$ cat config.mk
export PLATFORM = sky130hd
export DESIGN_NAME = simple_fifo
export DESIGN_NICKNAME = d
export VERILOG_FILES = /design/src/rtl/simple_fifo.sv
export SDC_FILE = /design/constraint.sdc
export NUM_CORES = 1
export LEC_CHECK = 0
export CAP_MARGIN = 0
export CORE_ASPECT_RATIO = 1.75
export CORE_MARGIN = 1
export CORE_UTILIZATION = 60
export DETAILED_ROUTE_END_ITERATION = 10
export PLACE_DENSITY = 0.77
export SLEW_MARGIN = 20
export SYNTH_ARGS = -nofsm -noshare
export SYNTH_HDL_FRONTEND = slang
export SYNTH_SLANG_ARGS = --single-unit
$ cat constraint.sdc
create_clock -name clk -period 4 [get_ports clk]
set_input_delay 1.2 -clock clk [delete_from_list [all_inputs] [get_ports clk]]
set_output_delay 1.2 -clock clk [all_outputs]
set_load 0.02 [all_outputs]
$ cat src/rtl/simple_fifo.sv
// simple_fifo: single-clock FIFO with registered read data, full/empty and optional almost flags.
module simple_fifo #(
    parameter int DATA_WIDTH             = 8,
    parameter int DEPTH                  = 16,
    parameter bit USE_ALMOST_FLAGS       = 1,
    parameter int ALMOST_FULL_THRESHOLD  = DEPTH - 2,
    parameter int ALMOST_EMPTY_THRESHOLD = 2
) (
    input  logic                  clk,
    input  logic                  rst_n,
    input  logic                  push,
    input  logic                  pop,
    input  logic [DATA_WIDTH-1:0] data_in,
    output logic [DATA_WIDTH-1:0] data_out,
    output logic                  full,
    output logic                  empty,
    output logic                  almost_full,
    output logic                  almost_empty
);
    localparam int PW = $clog2(DEPTH);
    localparam int CW = $clog2(DEPTH + 1);

    logic [DATA_WIDTH-1:0] mem [DEPTH];
    logic [PW-1:0]         wr_ptr, rd_ptr;
    logic [CW-1:0]         count;
    logic                  do_push, do_pop;

    assign do_push      = push && !full;
    assign do_pop       = pop && !empty;
    assign full         = count == CW'(DEPTH);
    assign empty        = count == '0;
    assign almost_full  = USE_ALMOST_FLAGS && (32'(count) >= ALMOST_FULL_THRESHOLD);
    assign almost_empty = USE_ALMOST_FLAGS && (32'(count) <= ALMOST_EMPTY_THRESHOLD);

    always_ff @(posedge clk) begin
        if (do_push) mem[wr_ptr] <= data_in;
    end

    // Pointers wrap explicitly so DEPTH need not be a power of two.
    always_ff @(posedge clk or negedge rst_n) begin
        if (!rst_n) begin
            wr_ptr   <= '0;
            rd_ptr   <= '0;
            count    <= '0;
            data_out <= '0;
        end else begin
            if (do_push) wr_ptr <= (wr_ptr == PW'(DEPTH - 1)) ? '0 : wr_ptr + PW'(1);
            if (do_pop) begin
                rd_ptr   <= (rd_ptr == PW'(DEPTH - 1)) ? '0 : rd_ptr + PW'(1);
                data_out <= mem[rd_ptr];
            end
            count <= count + CW'(do_push) - CW'(do_pop);
        end
    end
endmodule

==> impl_summary.txt <==
----------------------------------------------------
[Timing]
  Number of max-slew violations in the final report ... 0
  Setup-violating endpoint count in the final report ... 0
  Pin slew with the least headroom to its limit ... 0.990 ns
  Minimum clock period ... 3.47 ns
  Setup clock skew after layout ... 0.00799 ns
  Worst hold slack across all endpoints ... 0.587 ns
  Final hold violations ... 0
  Worst slew slack as a fraction of its limit ... 34.0%
  Unrepaired setup endpoints after global routing ... false
  Fmax ... 289 MHz
  Setup TNS ... 0 ns
  Period utilization ... between 80 and 90%

[Hold path]
  Min-delay src ... data_out[2]$_DFFE_PN0P_
  Hold-critical path depth ... 2
  Endpoint of the worst hold-timing path ... data_out[2]$_DFFE_PN0P_
  Class of the tightest hold or removal check ... reg2reg

[Power and ir drop]
  Sequential group share of total power ... 40.3%
  Power per cell area ... 742 mW/mm^2
  Leakage ... 2.48 nW
  NetSw ... 1.54 mW
  Peak supply drop ... ~0.54 mV
  Total power after layout ... 5.31 mW
  Relative contribution of combinational cells to total power ... 27.8%
  Switch share ... 28.9%
  Clk network pwr share ... a little under a third
  Internal power consumption ... 3.77 mW

[Clock tree]
  Clock slew seen by the registers of the worst setup and hold paths ... 0.06 ns
  TritonCTS Sinks ... 149
  Number of setup buffers added after CTS ... 0
  Skew-Pair Late Insertion Delay ... 0.41 ns
  H-Tree Depth ... 4
  Number of buffers inserted during clock tree synthesis ... 17
  Number of resized instances in the post-cts repair step ... 0
  Cell at the root of the clock tree ... clkbuf_16
  CTS tree ... built
  CTS Hold Buffers Added ... 0
  Largest buffer count on any clock path ... 2

[Yosys]
  Mapped cell area ... 0.00617 sq mm
  Part of the Yosys area used for sequential elements ... 70.8%
  Total number of yosys warnings ... 0
  Synthesized netlist cell count ... 327
  Per-instance average area after synthesis ... around 19 sq um
  Synth Net Count ... 356
  Post-synthesis register bit count ... roughly 150
  Synth async-reset ratio ... 14.1%
  Number of distinct library cells after synthesis ... 39
  Cell type contributing the most total cell area after synthesis ... edfxtp_1
  Cell types occupying the most area after synthesis ... edfxtp_1, mux4_2, dfrtp_1
  Area fraction of the dominant cell type after synthesis ... 62.3%
  Number of enable-type register cells in the synthesized netlist ... 128
  Most instantiated flip-flop cell in the synthesis netlist ... edfxtp_1

[Drt]
  Total via count in the routed design ... 3057
  Mean number of vias per cell ... 6.13
  WL/cell ... ~24 um
  Post-route DRC ... 0
  Post-detailed-routing wire length ... 11700 um
  DR pass1 iterations ... 6
  Remaining number of nets flagged by the antenna check after routing ... 0
  Iteration-0 DRC count of the detailed router ... 147

[Placement]
  Detailed placer's ending HPWL ... 7620 um
  Port Buf Inserts ... 23
  RePlAce Congestion ... 0.773
  Area of placed instances ... 0.00652 sq mm

[Worst setup path]
  Category of the worst setup path capture point ... output pin
  Reg2Reg Depth ... 11
  Required time worst endpoint ... 2.80 ns
  R2R setup slack ... around 1.1 ns
  Arr. time, crit path ... around 2.3 ns
  CP Max Fanout ... 4
  Critical Setup Path Class ... reg2out
  Reg2Reg Launch Point ... count[2]$_DFF_PN0_
  Reg2reg end ... count[4]$_DFF_PN0_
  Kind of start point of the critical path ... register

[Finish]
  Commonest cells after routing, fill and taps aside ... edfxtp_1, mux4_2, clkdlybuf4s50_1
  Antenna fix cells ... 0
  Area added between synthesis and finish ... 15.9%
  Most common cell after layout, fill and taps aside ... edfxtp_1
  Post-layout net count ... 390
  Share of layout cells above drive strength 1 ... about a fifth
  Finished Cell Area ... 0.00715 sq mm

[Floorplan]
  Die area ... 0.0107 sq mm
  Num rows ... 48
  Die Y ... 136 um
  Die X-Extent ... 78.7 um
  Ports ... 24
  Initial Util ... 62.3%
  Core Box Area ... 0.00991 sq mm

[Global route]
  First-pass GRT wire length ... between 15000 and 20000 um
  Via count of the first global-routing pass ... 3250
  Initial antenna violation count ... 0
  Congestion Overflow GR ... 0
  Largest net degree at the start of global routing ... 37
  Global-route usage over all layers ... roughly a quarter

[Run]
  Max-cap violations ... 0

[Outcome]
  Outcome ... finished, final reports clean

----------------------------------------------------
==> synthesized netlist by cell type, types with 2 or more instances <==
master    number
edfxtp_1     128
mux4_2        24
dfrtp_1       21
ha_1          16
inv_1         15
a21oi_1       12
nor2b_1       10
mux2_2         9
a211oi_1       8
and2_1         8
mux4_1         8
o22ai_1        7
nand3_1        6
nor2_1         6
buf_2          5
clkbuf_1       5
o21ai_0        5
nand2_1        4
nor4_1         4
xnor2_1        4
buf_1          2
buf_4          2
buf_6          2
==> registers in the layout (all words and copies together) (netlist names) <==
signal	cells
wr_ptr	4
mem	128
data_out	8
count	5
rd_ptr	4
==> worst max-delay path: stages (launching register included) <==
cell and delay (ns):
dfrtp_1 0.41, inv_1 0.12, ha_1 0.18, or4b_4 0.49, inv_1 0.07, clkdlybuf4s50_1 0.59
==> kinds of logic after synthesis <==
kind of cell | count (synthesis) | share of synthesized area, %
buffers and inverters | 32 | 2.68
XOR/XNOR | 5 | 0.709
flip-flops | 149 | 70.8
AND/OR/NAND/NOR | 45 | 4.44
AO/OA/AOI/OAI | 37 | 3.77
adder cells (fa/ha/maj) | 17 | 3.57
multiplexers | 42 | 14.0
==> how the worst max path moves through the flow <==
stage / depth (start not counted) / to / slack, ns / start
after floorplan: 10 / count[4]$_DFF_PN0_ / 1.10 / push
after global placement: 10 / count[4]$_DFF_PN0_ / 0.58 / push
after detailed placement: 10 / count[4]$_DFF_PN0_ / 0.52 / push
after CTS: 5 / empty / 0.50 / count[2]$_DFF_PN0_
after global routing: 5 / empty / 0.45 / count[2]$_DFF_PN0_
final: 5 / empty / 0.53 / count[2]$_DFF_PN0_
==> metal layers <==
layer | global-route usage, % | vias up | routed length (um)
li1 | - | 1372 | -
met4 | 11.1 | 0 | 181
met5 | 0 | - | 0
met3 | 5.77 | 14 | 470
met1 | 27.1 | 1582 | 4260
met2 | 44.6 | 89 | 6820
==> final cells by class <==
type,count,area (sq um)
multi-input cells,146,1640
clock buffers,20,437
clock inverters,12,203
inverters,15,56.3
fillers,607,2760
well taps,125,156
flip-flops and latches,149,4370
repair buffers,32,293
==> power by group through the flow <==
| stage | sequential, mW | clock (mW) | combinational [mW] |
|---|---|---|---|
| detailed placement | 2.17 | 0 | 1.47 |
| CTS | 2.14 | 1.71 | 1.50 |
| finish | 2.14 | 1.69 | 1.48 |
| global placement | 2.16 | 0 | 1.44 |
| floorplan | 2.08 | 0 | 1.14 |
| global route | 2.17 | 1.77 | 1.61 |
==> through the flow <==
step / util [%] / setup slack [ns] / std cells
4_1_cts: 72.2 / 0.497 / 499
2_1_floorplan: - / 1.10 / 327
5_1_grt: 72.2 / 0.453 / 499
3_5_place_dp: 65.8 / 0.515 / 467
3_3_place_gp: 65.8 / 0.582 / 467
6_report: 72.2 / 0.535 / 499
No activity file was read; power rests on OpenSTA's default activity.
